### config.mk
export PLATFORM = sky130hd
export DESIGN_NAME = adc_emu_spi_flat
export DESIGN_NICKNAME = d
export VERILOG_FILES = /design/src/rtl/adc_emu_spi_if.sv /design/src/rtl/adc_emu_spi.sv /design/src/flat_wrapper.sv
export SDC_FILE = /design/constraint.sdc
export NUM_CORES = 1
export LEC_CHECK = 0
export ABC_CLOCK_PERIOD_IN_PS = 3500
export BUFFER_PORTS_ARGS = -buffer_cell sky130_fd_sc_hd__buf_2
export CELL_PAD_IN_SITES_DETAIL_PLACEMENT = 1
export CELL_PAD_IN_SITES_GLOBAL_PLACEMENT = 1
export CORE_ASPECT_RATIO = 0.9
export CORE_MARGIN = 4
export CORE_UTILIZATION = 45
export CTS_CLUSTER_SIZE = 12
export DETAILED_ROUTE_END_ITERATION = 12
export PLACE_DENSITY = 0.94
export SYNTH_ARGS = -nofsm -noshare
export SYNTH_HDL_FRONTEND = slang
export SYNTH_SLANG_ARGS = --single-unit
### constraint.sdc
create_clock -name clk -period 3.5 [get_ports clk]
set_input_delay 0.7 -clock clk [delete_from_list [all_inputs] [get_ports clk]]
set_output_delay 0.7 -clock clk [all_outputs]
set_load 0.02 [all_outputs]
### src/rtl/adc_emu_spi_if.sv
// adc_emu_spi_if: SPI pin bundle between an ADC SPI master and the
// AD7476A emulator.
//   adc_cs_n    - chip select, driven by the master, active low
//   adc_sclk    - serial clock, driven by the master, idles low
//   adc_miso    - serial data back to the master
//   adc_miso_oe - pad enable for adc_miso, high while a frame is active
interface adc_emu_spi_if;
  logic adc_cs_n;
  logic adc_sclk;
  logic adc_miso;
  logic adc_miso_oe;

  modport master (output adc_cs_n, adc_sclk, input  adc_miso, adc_miso_oe);
  modport slave  (input  adc_cs_n, adc_sclk, output adc_miso, adc_miso_oe);
endinterface

### src/rtl/adc_emu_spi.sv
// adc_emu_spi: SPI slave emulating the AD7476A 12-bit ADC serial interface.
// CS_n and SCLK are oversampled on clk. Each frame returns 16 bits on MISO,
// MSB first: four leading zeros, then a 12-bit sample.
//
// Ports:
//   clk, rst     - system clock; synchronous active-high reset
//   spi (slave)  - adc_cs_n / adc_sclk in, adc_miso / adc_miso_oe out
//   sample_in    - 12-bit value returned in the next frame
//   sample_ack   - 1-cycle pulse when sample_in is latched (CS fall)
//   frame_done   - 1-cycle pulse when CS rises after 16 SCLK falls
//   frame_abort  - 1-cycle pulse when CS rises before 16 SCLK falls
//   frame_count  - completed frames, wraps 0xFFFF -> 0
//
// Optional build macro ADC_EMU_RAMP_EN: an internal 12-bit ramp replaces
// sample_in as the frame source and advances by RAMP_STEP on each
// frame_done (never on an abort).
module adc_emu_spi #(
  parameter int          SYNC_STAGES = 2,
  parameter logic [11:0] RAMP_STEP   = 12'd1
) (
  input  logic        clk,
  input  logic        rst,
  adc_emu_spi_if.slave spi,
  input  logic [11:0] sample_in,
  output logic        sample_ack,
  output logic        frame_done,
  output logic        frame_abort,
  output logic [15:0] frame_count
);

  typedef enum logic [1:0] {IDLE, SHIFT, QUIET} state_t;

  state_t                 state;
  logic [SYNC_STAGES-1:0] cs_sync, sclk_sync;
  logic                   cs_hist, sclk_hist;
  logic [15:0]            shreg;
  logic [3:0]             fall_cnt;
  logic                   miso_q, oe_q;
  logic [11:0]            frame_src;

  assign spi.adc_miso    = miso_q;
  assign spi.adc_miso_oe = oe_q;

  // CS resets high and SCLK low so reset never fakes an edge from idle pins.
  always_ff @(posedge clk) begin
    if (rst) begin
      cs_sync   <= '1;
      cs_hist   <= 1'b1;
      sclk_sync <= '0;
      sclk_hist <= 1'b0;
    end else begin
      cs_sync   <= {cs_sync[SYNC_STAGES-2:0], spi.adc_cs_n};
      cs_hist   <= cs_sync[SYNC_STAGES-1];
      sclk_sync <= {sclk_sync[SYNC_STAGES-2:0], spi.adc_sclk};
      sclk_hist <= sclk_sync[SYNC_STAGES-1];
    end
  end

  wire cs_fall   =  cs_hist   & ~cs_sync[SYNC_STAGES-1];
  wire cs_rise   = ~cs_hist   &  cs_sync[SYNC_STAGES-1];
  wire sclk_fall =  sclk_hist & ~sclk_sync[SYNC_STAGES-1];

`ifdef ADC_EMU_RAMP_EN
  logic [11:0] ramp;
  logic        unused_sample_in;
  assign frame_src        = ramp;
  assign unused_sample_in = ^sample_in;
`else
  // Keeps the ramp step referenced when the ramp source is compiled out.
  logic unused_ramp_step;
  assign frame_src        = sample_in;
  assign unused_ramp_step = ^RAMP_STEP;
`endif

  always_ff @(posedge clk) begin
    if (rst) begin
      state       <= IDLE;
      shreg       <= '0;
      fall_cnt    <= '0;
      miso_q      <= 1'b0;
      oe_q        <= 1'b0;
      sample_ack  <= 1'b0;
      frame_done  <= 1'b0;
      frame_abort <= 1'b0;
      frame_count <= '0;
`ifdef ADC_EMU_RAMP_EN
      ramp        <= '0;
`endif
    end else begin
      sample_ack  <= 1'b0;
      frame_done  <= 1'b0;
      frame_abort <= 1'b0;
      case (state)
        IDLE: begin
          if (cs_fall) begin
            shreg      <= {4'b0000, frame_src};
            sample_ack <= 1'b1;
            oe_q       <= 1'b1;
            miso_q     <= 1'b0;  // frame bit 15 is always a leading zero
            fall_cnt   <= '0;
            state      <= SHIFT;
          end
        end
        SHIFT: begin
          // CS rise wins over a same-cycle SCLK edge.
          if (cs_rise) begin
            oe_q        <= 1'b0;
            miso_q      <= 1'b0;
            frame_abort <= 1'b1;
            state       <= IDLE;
          end else if (sclk_fall) begin
            fall_cnt <= fall_cnt + 4'd1;
            shreg    <= {shreg[14:0], 1'b0};
            if (fall_cnt == 4'd15) begin
              miso_q <= 1'b0;
              state  <= QUIET;
            end else begin
              miso_q <= shreg[14];
            end
          end
        end
        QUIET: begin
          if (cs_rise) begin
            oe_q        <= 1'b0;
            miso_q      <= 1'b0;
            frame_done  <= 1'b1;
            frame_count <= frame_count + 16'd1;
`ifdef ADC_EMU_RAMP_EN
            ramp        <= ramp + RAMP_STEP;
`endif
            state       <= IDLE;
          end
        end
        default: state <= IDLE;
      endcase
    end
  end

endmodule
### src/flat_wrapper.sv
// flat-port wrapper written by rule: the top's interface ports become plain ports
module adc_emu_spi_flat 
#(
  parameter int          SYNC_STAGES = 2,
  parameter logic [11:0] RAMP_STEP   = 12'd1
)
  (clk, rst, sample_in, sample_ack, frame_done, frame_abort, frame_count, spi_adc_cs_n, spi_adc_sclk, spi_adc_miso, spi_adc_miso_oe);
  adc_emu_spi_if spi_i ();
  input  logic clk;
  input  logic rst;
  input  logic [11:0] sample_in;
  output logic sample_ack;
  output logic frame_done;
  output logic frame_abort;
  output logic [15:0] frame_count;
  input wire logic [$bits(spi_i.adc_cs_n)-1:0] spi_adc_cs_n;
  input wire logic [$bits(spi_i.adc_sclk)-1:0] spi_adc_sclk;
  output wire logic [$bits(spi_i.adc_miso)-1:0] spi_adc_miso;
  output wire logic [$bits(spi_i.adc_miso_oe)-1:0] spi_adc_miso_oe;
  assign spi_i.adc_cs_n = spi_adc_cs_n;
  assign spi_i.adc_sclk = spi_adc_sclk;
  assign spi_adc_miso = spi_i.adc_miso;
  assign spi_adc_miso_oe = spi_i.adc_miso_oe;
  adc_emu_spi #(.SYNC_STAGES(SYNC_STAGES), .RAMP_STEP(RAMP_STEP)) u_core (.clk(clk), .rst(rst), .spi(spi_i), .sample_in(sample_in), .sample_ack(sample_ack), .frame_done(frame_done), .frame_abort(frame_abort), .frame_count(frame_count));
endmodule
# Word level (Yosys, flattened, before mapping)
# Cells that the tools add are included.
[op_classes]
bitwise = 9
muxes = 24
eq_ne = 10
n_reduce_logical = 13
n_addsub = 2
[op_table]
columns = ["cell", "n"]
rows = [
  ["15-bit two-way mux", 3],
  ["15-bit one-hot mux with 2 select lines", 1],
  ["16-bit by 1-bit adder with 16-bit output (second input constant)", 1],
  ["4-bit two-way mux", 3],
  ["4-bit AND reduction", 3],
  ["2-bit two-way mux", 5],
  ["1-bit two-way mux", 8],
  ["2-bit by 1-bit != test with 1-bit output (second input constant)", 4],
  ["4-bit one-hot mux with 2 select lines", 1],
  ["2-bit OR reduction", 4],
  ["3-bit by 1-bit != test with 1-bit output (second input constant)", 2],
  ["1-bit inverter", 6],
  ["2-bit one-hot mux with 3 select lines", 1],
  ["4-bit by 1-bit adder with 4-bit output (second input constant)", 1],
  ["4-bit equality test (second input constant)", 1],
  ["2-bit nonzero test", 2],
  ["1-bit AND", 3],
  ["1-bit one-hot mux with 3 select lines", 1],
  ["3-bit AND reduction", 1],
  ["3-bit nonzero test", 1],
  ["2-bit by 1-bit equality test with 1-bit output (second input constant)", 1],
  ["2-bit equality test (second input constant)", 1],
  ["2-bit zero test", 1],
  ["2-bit != test (second input constant)", 1],
  ["other kinds (2)", 2],
]
[totals]
output_inout_bits = 21
word_cells = 71
inputBits = 16
regBits = 48

# Longest topological paths before layout
# Gate-level depths: netlist of run 1.
[logic_depth]
ltp_word = 5
mapped_depth = 8
mapped_depth_nobuf = 6

# Worst setup path after synthesis of run 1
# Ideal clock, no wire load.
[synth_timing]
path_type = "reg-to-reg"
startpoint = "reg u_core.state[0]"
endpoint = "reg u_core.frame_count[14]"
period_less_slack_ps = 1933
arrival_time_ps = 1813
t_required_ps = 3379
n_path_buf = 0
stages_incl_launch_ff = 7
setup_slack_ps = 1567
setup_ps = 121
path_cell_list = "dfxtp_1 inv_1 ha_1 nand4b_4 or4_4 nor2b_1 mux2_2"
[synth_via]
elab_chain_len = 2
[synth_rtl]
columns = ["element", "line_no", "source"]
rows = [
  ["start: declaration", "adc_emu_spi.sv:33", "state_t state;"],
  ["start signal: assignment", "adc_emu_spi.sv:77", "state <= IDLE;"],
  ["start signal: assignment", "adc_emu_spi.sv:101", "state <= SHIFT;"],
  ["start signal: assignment", "adc_emu_spi.sv:110", "state <= IDLE;"],
  ["2-bit equality test", "adc_emu_spi.sv:93", "case (state)"],
  ["2-bit AND reduction (no source line)", "n/a", ""],
  ["end signal: assignment", "adc_emu_spi.sv:127", "frame_count <= frame_count + 16'd1;"],
  ["end: declaration", "adc_emu_spi.sv:28", "output logic [15:0] frame_count"],
]
# Every way passes these cells.
# A chain may end at the register's enable or synchronous reset.

# Worst setup path in the final report of run 1
[layout_timing]
startpoint = "reg u_core.state[1]"
endpoint = "reg u_core.shreg[4]"
[layout_via]
elab_chain_len = 3
elab_cells_between_ends = 8
classes_between = "eq/ne (4); mux (1); reduce/logical (3)"
[layout_rtl]
columns = ["element", "line_no", "source"]
rows = [
  ["2-bit by 1-bit equality test with 1-bit output / 2-bit zero test (equally long branches)", "adc_emu_spi.sv:93", ""],
  ["2-bit != test (no source line), or another cell as far along", "n/a", ""],
  ["4-bit AND reduction (no source line)", "n/a", ""],
  ["end signal: assignment", "adc_emu_spi.sv:96", "shreg <= {4'b0000, frame_src};"],
  ["end signal: assignment", "adc_emu_spi.sv:113", "shreg <= {shreg[14:0], 1'b0};"],
  ["end: declaration", "adc_emu_spi.sv:36", "logic [15:0] shreg;"],
]
# Several ways; a longest one is shown, not always the timed one.

==> impl_metrics.env, run 1 <==
export IMPL_status="finished clean"
export IMPL_dpl_cell_area_um2=2440
export IMPL_seq_area_frac_synth_pct=43.1
export IMPL_hold_ws_ns=0.417
export IMPL_final_util_pct=53.1
export IMPL_synth_most_common_cell="dfxtp_1"
export IMPL_syn_inst=240
export IMPL_critPathMaxFanout=20
export IMPL_slowest_stage="a21oi_2"
export IMPL_drt_iter0_markers=98
export IMPL_reg2reg_to="u_core.shreg[4]"
export IMPL_clk_pin_slew_worst_paths_ns=0.08
export IMPL_cts_htree_levels=2
export IMPL_cts_made_buffers=5
export IMPL_final_nets=295
export IMPL_yosys_area_top_type="dfxtp_1"
export IMPL_grt_use_total_pct=18.5
export IMPL_hold_buffers=0
export IMPL_reg2reg_from="u_core.state[1]"
export IMPL_ys_ff_latch=48
export IMPL_syn_cell_area_um2=2230
export IMPL_synth_xor_area_share_pct=3.14
export IMPL_fin_crit_sh_pct=63.9
export IMPL_drc=0
export IMPL_layout_cells_non_filler=337
export IMPL_dp_final_hpwl_um=3680
export IMPL_synthSimpleGateAreaFrac_pct=21.5
export IMPL_fillers=577
export IMPL_regArea_um2=961
export IMPL_postCtsSetupBuffers=0
export IMPL_start_kind="register"
export IMPL_clock_fmax_ghz=0.447
export IMPL_multiInputGateArea_um2=1180
export IMPL_start_util_pct=46.4
export IMPL_placed_cells=329
export IMPL_drv_slew=0
export IMPL_cts_sinks=48
export IMPL_drive_above_1_share_pct=21.3
export IMPL_ir_worst_vdd_uv=404
export IMPL_syn_to_final_growth_pct=14.5
export IMPL_clk_latency_ns=0.30
export IMPL_synth_area_top_cells="dfxtp_1, mux2i_1, a21oi_1"
export IMPL_final_cell_area_um2=2550
export IMPL_critPathMaxStageDelay_ns=0.62
export IMPL_synthArstFlopShare_pct=0
export IMPL_firstDrtPassIters=4
export IMPL_dieArea_um2=6150
export IMPL_io_pins=37
export IMPL_vias=1845
export IMPL_wl_per_cell_um=15.1
export IMPL_p_per_area_nw_per_um2=592
export IMPL_ys_warn_count=0
export IMPL_grt_max_degree=55
export IMPL_ff2ff_path_depth=7
export IMPL_maxSlewHeadroom_pct=40.2
export IMPL_cts_tree="yes"
export IMPL_design_core_area_um2=4800
export IMPL_cp_arrival_ns=2.44
export IMPL_avgSynthCellArea_um2=9.29
export IMPL_power_leakage_uw=0.00105
export IMPL_antenna_cells=0
export IMPL_die_y_um=74.8
export IMPL_synth_top_area_share_pct=43.1
export IMPL_synthDistinctLibCells=41
export IMPL_synth_flop_cell="dfxtp_1"
export IMPL_hold_class="reg -> reg"
export IMPL_cts_resized_gates=0
export IMPL_tns_ns=0
export IMPL_antenna_found_initial=0
export IMPL_finalSetupViolCount=0
export IMPL_vias_per_cell=5.47
export IMPL_synthAdderAreaFrac_pct=4.49
export IMPL_rsz0062_at_grt="no"
export IMPL_crit_path_end_kind="register"
export IMPL_worst_slew_pin_slew_ns=0.897
export IMPL_grt_overflow=0
export IMPL_hold_path_startpoint="u_core.cs_sync[0]"
export IMPL_hold_viol_final=0
export IMPL_cts_path_max_buffers=2
export IMPL_first_global_vias=1928
export IMPL_drtAntennaViolNets=0
export IMPL_crit_type="reg -> reg"
export IMPL_rows=24
export IMPL_synth_commonest_cells="dfxtp_1, a21oi_1, nor2_1, mux2i_1, nor2b_1"
export IMPL_synth_top_family_by_area="simple AND/OR/NAND/NOR gates"
export IMPL_cp_required_ns=3.70
export IMPL_r2r_setup_slack_ns=1.26
export IMPL_cts_root_buf="clkbuf_8"
export IMPL_chipWidth_um=82.2
export IMPL_grt_pass1_wl_um=8850
export IMPL_gp_congestion=0.736
export IMPL_hold_path_end="u_core.cs_sync[1]"
export IMPL_crit_chain="inv_1, ha_1, buf_4, mux2i_1, a21oi_2, a21oi_1, a211oi_1"
export IMPL_synth_compound_area_share_pct=14.8
export IMPL_portBuffers=36
export IMPL_whs_path_depth=1
export IMPL_synth_edf_count=0
export IMPL_postRouteWirelength_um=5090
export IMPL_cap_violations=0
export IMPL_fin_skew_ns=0.0100
export IMPL_fin_crit_ns=2.24
export IMPL_synth_mux_area_fraction_pct=9.20
export IMPL_syn_num_nets=264
sequential cells by signal, indices dropped and copies added (netlist names):
name                    flops
u_core.frame_count         16
u_core.shreg               15
u_core.cs_sync              2
u_core.frame_done           1
u_core.spi.adc_miso         1
u_core.sclk_hist            1
u_core.sclk_sync            2
u_core.spi.adc_miso_oe      1
u_core.frame_abort          1
u_core.fall_cnt             4
u_core.cs_hist              1
u_core.sample_ack           1
u_core.state                2
where the power goes:
| part | switching, uW | internal (uW) |
|---|---|---|
| registers | 53.5 | 630 |
| clock network | 175 | 212 |
| logic | 273 | 168 |
placed cells by master (no fill, tap or decap), types with 2 or more instances in the layout:
| cell type | netlist | final |
|---|---|---|
| nand2_1 | 5 | 5 |
| buf_2 | 4 | 36 |
| nand4_1 | 6 | 6 |
| and3_1 | 3 | 3 |
| nor3_1 | 4 | 4 |
| nand2b_1 | 8 | 8 |
| mux2i_1 | 16 | 16 |
| a21oi_1 | 26 | 26 |
| dfxtp_1 | 48 | 48 |
| nand4b_1 | 2 | 2 |
| a211oi_1 | 11 | 11 |
| nand3_1 | 9 | 9 |
| nor2b_1 | 12 | 12 |
| xnor2_1 | 4 | 4 |
| inv_1 | 6 | 6 |
| mux2_2 | 4 | 4 |
| buf_4 | 1 | 2 |
| clkbuf_8 | 0 | 5 |
| o21ai_0 | 10 | 10 |
| or2_2 | 3 | 3 |
| xor2_1 | 4 | 4 |
| or3_1 | 3 | 3 |
| ha_1 | 8 | 8 |
| nor2_1 | 17 | 17 |
| nand3b_1 | 2 | 2 |
critical path: cells and delay by family (launching register included):
family | cells | cell delay (ns)
AOI/OAI and AO/OA | 3 | 1.05
adders and majority gates | 1 | 0.17
buffers and inverters | 2 | 0.41
DFF | 1 | 0.35
muxes | 1 | 0.15
how the worst max path moves through the flow:
stage                     depth (start not counted)            start  slack (ns)                     end
final                                             7  u_core.state[1]        1.26         u_core.shreg[4]
after floorplan                                   6  u_core.state[0]        1.57  u_core.frame_count[14]
after global placement                            7  u_core.state[1]        1.41      u_core.fall_cnt[3]
after detailed placement                          7  u_core.state[1]        1.32         u_core.shreg[4]
after CTS                                         7  u_core.state[1]        1.26         u_core.shreg[4]
after global routing                              7  u_core.state[1]        1.03         u_core.shreg[9]
layer usage:
layer	track usage (%)	vias to the layer above	wire [um]
met5	0	-	0
met4	5.90	0	68
met3	3.95	7	202
met2	33.3	31	2540
met1	21.9	894	2280
li1	-	913	-
per-stage QoR:
step           setup WS, ns  total power, uW
6_report               1.26             1510
5_1_grt                1.03             1620
4_1_cts                1.26             1530
3_5_place_dp           1.32             1140
3_3_place_gp           1.41             1110
2_1_floorplan          1.57             1030
cell type report:
| cell class | count | area share (%) |
|---|---|---|
| multi-input cells | 172 | 46.4 |
| flip-flops and latches | 48 | 37.6 |
| repair buffers | 38 | 7.65 |
| well taps | 65 | 3.19 |
| clock buffers | 6 | 2.84 |
| clock inverters | 2 | 1.37 |
| inverters | 6 | 0.882 |
kinds of logic (layout without fill, tap and decap cells):
family / Yosys count / in the layout
and+or+nand+nor: 81 / 81
AOI/OAI and AO/OA: 55 / 55
DFF: 48 / 48
muxes: 20 / 20
buffers and inverters: 20 / 52
adders and majority gates: 8 / 8
xor gates and xnor gates: 8 / 8
Note: power is estimated with default switching activity, not from simulation.
==> run 2: changes to the inputs <==
Settings changed: ABC_CLOCK_PERIOD_IN_PS 3500 to 1830, CORE_UTILIZATION 45 to 38, PLACE_DENSITY 0.94 to 0.86.
Clock period 3.5 ns to 1.83 ns, I/O delays scaled along.
==> run 2 against run 1 <==
  * Non-clock buffer count grew 30
  * Critical path type unchanged
  * Via count is 8.9% higher
  * Largest power group is now combinational cells
  * Critical endpoint is now u_core.frame_count[14]
  * Clock power up 72%
  * Wire length grew 27%
==> impl_metrics.env, run 2 (same netlist as run 1, synthesis figures left out) <==
export IMPL_maxSlewHeadroom_pct=76.0
export IMPL_p_sw_uw=1210
export IMPL_dp_final_hpwl_um=4200
export IMPL_gp_congestion=0.778
export IMPL_start_util_pct=39.2
export IMPL_power_uw=3440
export IMPL_drtAntennaViolNets=0
export IMPL_cp_arrival_ns=2.00
export IMPL_regArea_um2=963
export IMPL_hold_ws_ns=0.243
export IMPL_fin_crit_sh_pct=99.0
export IMPL_grt_use_total_pct=17.2
export IMPL_wl_per_cell_um=17.4
export IMPL_drt_iter0_markers=76
export IMPL_drive_above_1_share_pct=34.1
export IMPL_crit_family="simple AND/OR/NAND/NOR gates"
export IMPL_cts_htree_levels=2
export IMPL_clkPwrFrac_pct=19.3
export IMPL_antenna_cells=0
export IMPL_cp_required_ns=2.02
export IMPL_hold_class="in -> reg"
export IMPL_cts_path_max_buffers=2
export IMPL_hold_path_startpoint="spi_adc_cs_n"
export IMPL_clk_pin_slew_worst_paths_ns=0.09
export IMPL_vias_per_cell=5.40
export IMPL_p_int_uw=2230
export IMPL_rsz0062_at_grt="yes"
export IMPL_top_register="u_core.frame_count"
export IMPL_start_kind="register"
export IMPL_cts_sinks=48
export IMPL_fillers=658
export IMPL_clock_fmax_ghz=0.552
export IMPL_dpl_cell_area_um2=2690
export IMPL_cts_tree="yes"
export IMPL_fin_skew_ns=0.0116
export IMPL_firstDrtPassIters=5
export IMPL_status="finished clean"
export IMPL_critPathBufInv=1
export IMPL_pwr_share_comb_pct=42.3
export IMPL_io_pins=37
export IMPL_r2r_setup_slack_ns=0.02
export IMPL_slowest_stage="or4_4"
export IMPL_cap_violations=0
export IMPL_critPathMaxFanout=5
export IMPL_multiInputGateArea_um2=1270
export IMPL_layout_cells_non_filler=372
export IMPL_chipWidth_um=88.7
export IMPL_grt_pass1_wl_um=9780
export IMPL_die_y_um=80.7
export IMPL_antenna_found_initial=0
export IMPL_maxUsedRoutingLayer="met4"
export IMPL_switching_share_pct=35.3
export IMPL_power_leakage_uw=0.00125
export IMPL_seq_power_share_pct=38.3
export IMPL_design_core_area_um2=5690
export IMPL_grt_overflow=0
export IMPL_whs_path_depth=2
export IMPL_drc=0
export IMPL_reg_top3="u_core.frame_count: 16 flops, u_core.shreg: 15 flops, u_core.fall_cnt: 4 flops"
export IMPL_final_common_cell="dfxtp_1"
export IMPL_crit_start="u_core.state[1]"
export IMPL_placed_cells=360
export IMPL_rows=26
export IMPL_wl_met1_um=2900
export IMPL_grt_max_degree=37
export IMPL_hold_viol_final=0
export IMPL_cts_root_buf="clkbuf_8"
export IMPL_postRouteWirelength_um=6460
export IMPL_clk_latency_ns=0.31
export IMPL_hold_path_end="u_core.cs_sync[0]"
export IMPL_final_cell_area_um2=2960
export IMPL_final_cell_mix="dfxtp_1, buf_2, a21oi_1, buf_4, nor2_1"
export IMPL_cts_made_buffers=5
export IMPL_crit_chain="buf_6, ha_4, nand4b_4, or4_4, nor2b_2, mux2_4"
export IMPL_crit_path_end_kind="register"
export IMPL_finalSetupViolCount=0
export IMPL_p_per_area_nw_per_um2=1160
export IMPL_reg2reg_to="u_core.frame_count[14]"
export IMPL_final_nets=325
export IMPL_critPathMaxStageDelay_ns=0.55
export IMPL_ff2ff_path_depth=6
export IMPL_reg2reg_from="u_core.state[1]"
export IMPL_worst_slew_pin_slew_ns=0.361
export IMPL_largest_reg_flops=16
export IMPL_drv_slew=0
export IMPL_fin_crit_ns=1.81
export IMPL_hold_buffers=0
export IMPL_syn_to_final_growth_pct=32.7
export IMPL_ir_worst_vdd_uv=756
export IMPL_route_met2_wl_um=3160
export IMPL_vias=2009
export IMPL_crit_type="reg -> reg"
export IMPL_portBuffers=36
export IMPL_wl_met3_um=291
export IMPL_first_global_vias=2108
export IMPL_dieArea_um2=7160
run 2: cell count changes in the layout (fill, tap and decap cells not counted), moves of 3 or more:
cell       change
a211oi_1       -3
a211oi_2       +3
buf_12         +3
buf_4         +23
clkbuf_16      +3
ha_1           -4
run 2: how the worst max path moves through the flow:
| stage | end | slack [ns] | cells past startpoint |
|---|---|---|---|
| detailed placement | u_core.fall_cnt[3] | -0.18 | 6 |
| CTS | u_core.frame_count[14] | -0.01 | 6 |
| global placement | u_core.fall_cnt[3] | -0.07 | 6 |
| finish | u_core.frame_count[14] | 0.02 | 6 |
| global route | u_core.shreg[6] | -0.12 | 8 |
| floorplan | u_core.frame_count[14] | -0.05 | 6 |
run 2: routing by layer:
layer  up-vias  global-route usage [%]
met5         -                       0
met4         0                    4.68
met3        10                    3.38
met2        48                    30.8
met1       978                    20.7
li1        973                       -
run 2: power by group through the flow:
| stage | Sequential (uW) | Combinational, uW | Clock [uW] |
|---|---|---|---|
| floorplan | 1320 | 689 | 0 |
| global placement | 1320 | 1070 | 0 |
| detailed placement | 1320 | 1130 | 0 |
| CTS | 1310 | 1160 | 668 |
| global route | 1330 | 1560 | 727 |
| finish | 1320 | 1460 | 666 |
run 2: cell type report:
cell class / instances / area share [%]
Timing Repair Buffer: 68 / 17.4
Clock buffer: 6 / 2.79
Inverter: 6 / 0.846
Clock inverter: 2 / 0.338
Sequential cell: 48 / 32.6
Tap cell: 70 / 2.96
Multi-Input combinational cell: 172 / 43.1
run 2: stage by stage:
stage | TNS, ns | setup WS (ns) | util [%]
CTS | -0.0132 | -0.0132 | 49.2
global placement | -0.644 | -0.0699 | 47.2
detailed placement | -1.92 | -0.178 | 47.2
finish | 0 | 0.0183 | 52.0
global route | -1.02 | -0.117 | 52.0
floorplan | -0.0463 | -0.0463 | -
run 2: timing repair:
action | in CTS | in global routing
cloned | 0 | 3
pin swaps | 0 | 3
resized for setup | 6 | 18
setup buffers | 1 | 0
setup endpoints to repair | 18 | 21
